===== config.mk =====
export PLATFORM = sky130hd
export DESIGN_NAME = geri_yazma_denetleyici
export DESIGN_NICKNAME = d
export VERILOG_FILES = /design/src/rtl/geri_yazma_denetleyici.sv
export SDC_FILE = /design/constraint.sdc
export NUM_CORES = 1
export LEC_CHECK = 0
export ABC_CLOCK_PERIOD_IN_PS = 5200
export BUFFER_PORTS_ARGS = -buffer_cell sky130_fd_sc_hd__clkbuf_2
export CAP_MARGIN = 20
export CORE_UTILIZATION = 50
export CTS_CLUSTER_SIZE = 16
export DETAILED_ROUTE_END_ITERATION = 8
export PLACE_DENSITY = 0.9
export SYNTH_ARGS = -nofsm -noshare
export SYNTH_HDL_FRONTEND = slang
export SYNTH_SLANG_ARGS = --single-unit

===== constraint.sdc =====
create_clock -name clk_g -period 5.2 [get_ports clk_g]
set_input_delay 0.52 -clock clk_g [delete_from_list [all_inputs] [get_ports clk_g]]
set_output_delay 0.52 -clock clk_g [all_outputs]
set_load 0.005 [all_outputs]

===== src/rtl/geri_yazma_denetleyici.sv =====
// Write-back controller: round-robin arbitration onto the register file write port,
// registered write stage and destination busy scoreboard. Optional bypass: GY_ILETIM_EN.
module geri_yazma_denetleyici #(
    parameter int N_ISTEK = 3,
    parameter int ADR_W   = 5
) (
    input  logic                     clk_g,
    input  logic                     rst_n_g,
    input  logic [N_ISTEK-1:0]       istek_gecerli_g,
    input  logic [N_ISTEK*ADR_W-1:0] istek_adres_g,
    input  logic [N_ISTEK*32-1:0]    istek_deger_g,
    output logic [N_ISTEK-1:0]       istek_hazir_c,
    input  logic                     ayir_g,
    input  logic [ADR_W-1:0]         ayir_adres_g,
    input  logic [ADR_W-1:0]         sorgu1_adres_g,
    input  logic [ADR_W-1:0]         sorgu2_adres_g,
    output logic                     mesgul1_c,
    output logic                     mesgul2_c,
    output logic [ADR_W-1:0]         hy_adres_c,
    output logic [31:0]              hy_deger_c,
`ifdef GY_ILETIM_EN
    output logic [31:0]              iletim_deger_c,
    output logic                     iletim1_c,
    output logic                     iletim2_c,
`endif
    output logic                     yaz_c
);

    localparam int PTR_W = $clog2(N_ISTEK);
    localparam int N_REG = 1 << ADR_W;

    logic [PTR_W-1:0] ptr;
    logic [PTR_W-1:0] ptr_next;
    logic [PTR_W-1:0] grant_idx;
    logic             grant_any;
    logic [N_ISTEK-1:0] grant;
    logic [ADR_W-1:0] sel_adres;
    logic [31:0]      sel_deger;
    logic [N_REG-1:0] busy;
    logic [N_REG-1:0] busy_next;
    logic             byp1;
    logic             byp2;

    // Scan from the pointer upward with wrap; no grants are shown while reset is held.
    always_comb begin
        int idx;
        idx       = 0;
        grant     = '0;
        grant_any = 1'b0;
        grant_idx = '0;
        ptr_next  = ptr;
        for (int k = 0; k < N_ISTEK; k++) begin
            idx = int'(ptr) + k;
            if (idx >= N_ISTEK) idx = idx - N_ISTEK;
            if (!grant_any && istek_gecerli_g[idx]) begin
                grant_any = 1'b1;
                grant_idx = PTR_W'(idx);
            end
        end
        if (!rst_n_g) grant_any = 1'b0;
        if (grant_any) begin
            grant[grant_idx] = 1'b1;
            ptr_next = (grant_idx == PTR_W'(N_ISTEK - 1)) ? '0 : grant_idx + 1'b1;
        end
    end

    assign istek_hazir_c = grant;
    assign sel_adres     = istek_adres_g[grant_idx*ADR_W +: ADR_W];
    assign sel_deger     = istek_deger_g[grant_idx*32 +: 32];

    // Address 0 still loads the stage but never raises the write enable.
    always_ff @(posedge clk_g or negedge rst_n_g) begin
        if (!rst_n_g) begin
            ptr        <= '0;
            yaz_c      <= 1'b0;
            hy_adres_c <= '0;
            hy_deger_c <= '0;
        end else begin
            yaz_c <= grant_any && (sel_adres != '0);
            if (grant_any) begin
                ptr        <= ptr_next;
                hy_adres_c <= sel_adres;
                hy_deger_c <= sel_deger;
            end
        end
    end

    // Clear is applied before set so a same-cycle reservation wins.
    always_comb begin
        busy_next = busy;
        if (yaz_c) busy_next[hy_adres_c] = 1'b0;
        if (ayir_g) busy_next[ayir_adres_g] = 1'b1;
        busy_next[0] = 1'b0;
    end

    always_ff @(posedge clk_g or negedge rst_n_g) begin
        if (!rst_n_g) busy <= '0;
        else          busy <= busy_next;
    end

`ifdef GY_ILETIM_EN
    assign iletim1_c      = yaz_c && (hy_adres_c == sorgu1_adres_g) && (sorgu1_adres_g != '0);
    assign iletim2_c      = yaz_c && (hy_adres_c == sorgu2_adres_g) && (sorgu2_adres_g != '0);
    assign iletim_deger_c = hy_deger_c;
    assign byp1           = iletim1_c;
    assign byp2           = iletim2_c;
`else
    assign byp1 = 1'b0;
    assign byp2 = 1'b0;
`endif

    assign mesgul1_c = busy[sorgu1_adres_g] && !byp1;
    assign mesgul2_c = busy[sorgu2_adres_g] && !byp2;

endmodule

==> results.cfg <==
[setup_path]
crit_chain = inv_1 -> ha_1 -> mux2i_1 -> o21a_1 -> nand3_4 -> nand2_4 -> nor3b_1 -> clkbuf_2
r2r_setup_slack_ns = 2.10
required_ns = 4.68
path_class = reg -> out
reg2reg_from = ptr[1]
reg2reg_depth = 9
cp_data_arrival_time_ns = 3.30
cp_max_fo = 36
start_kind = register
max_stage_delay_ns = 0.57
end_kind = primary output
critPathSlowestCell = nand2_4
r2r-end = hy_deger_c[4]

[floorplan]
initial_core_util_pct = 51.2
num_rows = 35
design.die.area_um2 = 9810
die_width_um = 99.0
num_io_pins = 175
die_h_um = 99.0
core_um2 = 9200

[route]
wl_mm = 13.5
wl_per_cell_um = 18.2
routed-via-count = 4550
drtPass1Iterations = 5
antenna_left = 0
vias_per_cell = 6.14
drcViolationCount = 0
drtIter0Drc = 199

[synth]
async_flop_share_pct = 100
syn-instance-count = 472
syn_avg_cell_area_um2 = 9.97
synth_warnings = 0
synthesis.nets = 608
mappedNetlistArea_um2 = 4710
synth_top_cells_by_count = dfrtp_1 (71), o21ai_0 (68), nand2_1 (52), nor2_1 (40), and3_1 (32)
synth.yosys.seq_area_share_pct = 37.7
yosys.area.top_type = dfrtp_1
synthTopCellsByArea = dfrtp_1 (38%), mux4_2 (8.6%), a211oi_2 (7.4%)
synth-edff-count = 0
yosys.area.top_type_share_pct = 37.7
synth_cell_type_count = 48
yosysMostFrequentCell = dfrtp_1
ys_ff_latch = 71
ys.flop_type = dfrtp_1

[global_routing]
grt_pass1_wl_mm = 21.5
grt_max_degree = 80
antenna_found_initial = 0
grt_use_total_pct = 28.2
grt_pass1_vias = 4547
gr-total-overflow = 0

[cells_and_area]
drive_gt1_share_pct = 43.5
syn_to_final_growth_pct = 22.1
final_util_pct = 62.5
nets = 762
nFillCells = 746
antennaDiodeCount = 0

[power]
finalPower_w = 0.00342
pwr-share-clk_pct = 12.4
seqPwrFrac_pct = 30.2
peakVddDrop_uv = 305
power_frac_comb_pct = 57.4
cellPowerDensity_nw_per_um2 = 595
p_leak_nw = 2.60
p_int_w = 0.00189
switchingPower_w = 0.00153
sw_frac_of_total_pct = 44.7

[clock_tree]
clk_pin_slew_ns = 0.07
cts_root_buf = clkbuf_8
cts_hold_buffers = 0
cts_tree = done
cts.sinks = 71
clkLatencyLatePin_ns = 0.35
cts_buffer_depth = 2
h-tree-depth = 3
numCtsBuffers = 9
cts_setup_buffers = 0
ctsResizeCount = 0

[place]
gp_congestion = 0.906
io_buffers = 174
hpwl_mm = 9.81

[sta]
rsz0062_at_grt = false
tns_ns = 0
hold_viol_final = 0
slew_headroom_pct = 38.8
min_period_ns = 3.82
finalSetupViolations = 0
skew_ns = 0.0108
fmax_mhz = 262
layout_worst_path_cycle_share_pct = 73.5
drv_slew = 0
worst_pin_slew_ns = 0.919

[outcome]
outcome = finished, final reports clean

[min_path]
min_path_type = in -> async

[run]
drv_cap = 0
==> layout make-up <==
class / instances / area, um^2 / area share [%]
clock buffer: 11 / 131 / 2.29
clock inverter: 4 / 47.5 / 0.827
inverter: 3 / 11.3 / 0.196
multi-input combinational: 363 / 2740 / 47.6
sequential: 71 / 1780 / 30.9
tap: 111 / 139 / 2.42
timing repair buffer: 178 / 903 / 15.7
==> per-layer routing <==
layer / GRT usage (%) / part of all wire (%) / up-vias
li1: - / - / 2091
met1: 32.3 / 38 / 2176
met2: 50.2 / 51 / 240
met3: 5.67 / 8.4 / 43
met4: 13.8 / 3.4 / 0
met5: 0 / 0 / -
==> power by group through the flow <==
stage,Sequential [W],Clock [W],Combinational [W]
floorplan,0.000976,0,0.00152
global placement,0.00102,0,0.00189
detailed placement,0.00104,0,0.00196
CTS,0.00103,0.000430,0.00196
global route,0.00107,0.000454,0.00216
finish,0.00103,0.000425,0.00196
==> logic make-up (layout without fill, tap and decap cells) <==
| family | Yosys count | count (layout) | share of synthesized area [%] |
|---|---|---|---|
| buf+inv | 38 | 196 | 4.23 |
| fa+ha+maj | 4 | 4 | 1.06 |
| mux | 25 | 25 | 10.3 |
| compound gates | 167 | 167 | 28.4 |
| simple gates | 167 | 167 | 18.2 |
| flops | 71 | 71 | 37.7 |
==> worst max-delay path by stage <==
stage                            startpoint               end  slack (ns)  cells after the start
final                                ptr[1]  istek_hazir_c[0]        1.38                      8
after global routing                 ptr[1]  istek_hazir_c[0]        1.16                      8
after CTS                            ptr[1]  istek_hazir_c[0]        1.39                      8
after detailed placement             ptr[1]  istek_hazir_c[0]        1.77                      8
after global placement               ptr[1]  istek_hazir_c[0]        1.94                      8
after floorplan           sorgu1_adres_g[1]         mesgul1_c        2.53                      4
==> critical path, delay by kind of cell (launching register included) <==
family / cells / cell delay, ns
mux: 1 / 0.40
flops: 1 / 0.41
compound gates: 1 / 0.29
buf+inv: 2 / 0.24
simple gates: 3 / 1.15
fa+ha+maj: 1 / 0.45
==> cell usage in the layout (no fill, tap or decap), types with 2 or more instances in the layout <==
cell type and n:
clkbuf_2 173, a211o_1 2, or3_1 2, nand3b_1 11
nor3b_1 2, mux2i_1 2, or3b_2 4, mux4_2 18
inv_1 3, a31oi_1 2, nor3_1 2, a21oi_1 5
a211oi_2 28, ha_1 4, clkbuf_1 2, clkbuf_8 9
o21ai_0 68, nor2_1 40, o31ai_1 13, o31ai_2 21
dfrtp_1 71, and3_1 32, mux2_2 4, nand2_1 52
nor2b_1 5, nand3_1 7, a311oi_1 2, clkinv_2 2
buf_4 5, nand2b_1 3, a211oi_1 11, o21ai_1 6
==> per-stage QoR <==
stage / hold WS, ns / instances / worst slack (ns) / instance area [um^2]
2_1_floorplan: 0.224 / 472 / 2.53 / 4710
3_3_place_gp: 0.464 / 726 / 1.94 / 5570
3_5_place_dp: 0.470 / 726 / 1.77 / 5570
4_1_cts: 0.346 / 741 / 1.39 / 5750
5_1_grt: 0.380 / 741 / 1.16 / 5750
6_report: 0.300 / 741 / 1.38 / 5750
==> state kept, by name, indices dropped and copies added (netlist names) <==
signal	cells
hy_deger_c	32
hy_adres_c	5
busy	31
yaz_c	1
ptr	2
Power figures use the tool's default switching activity.
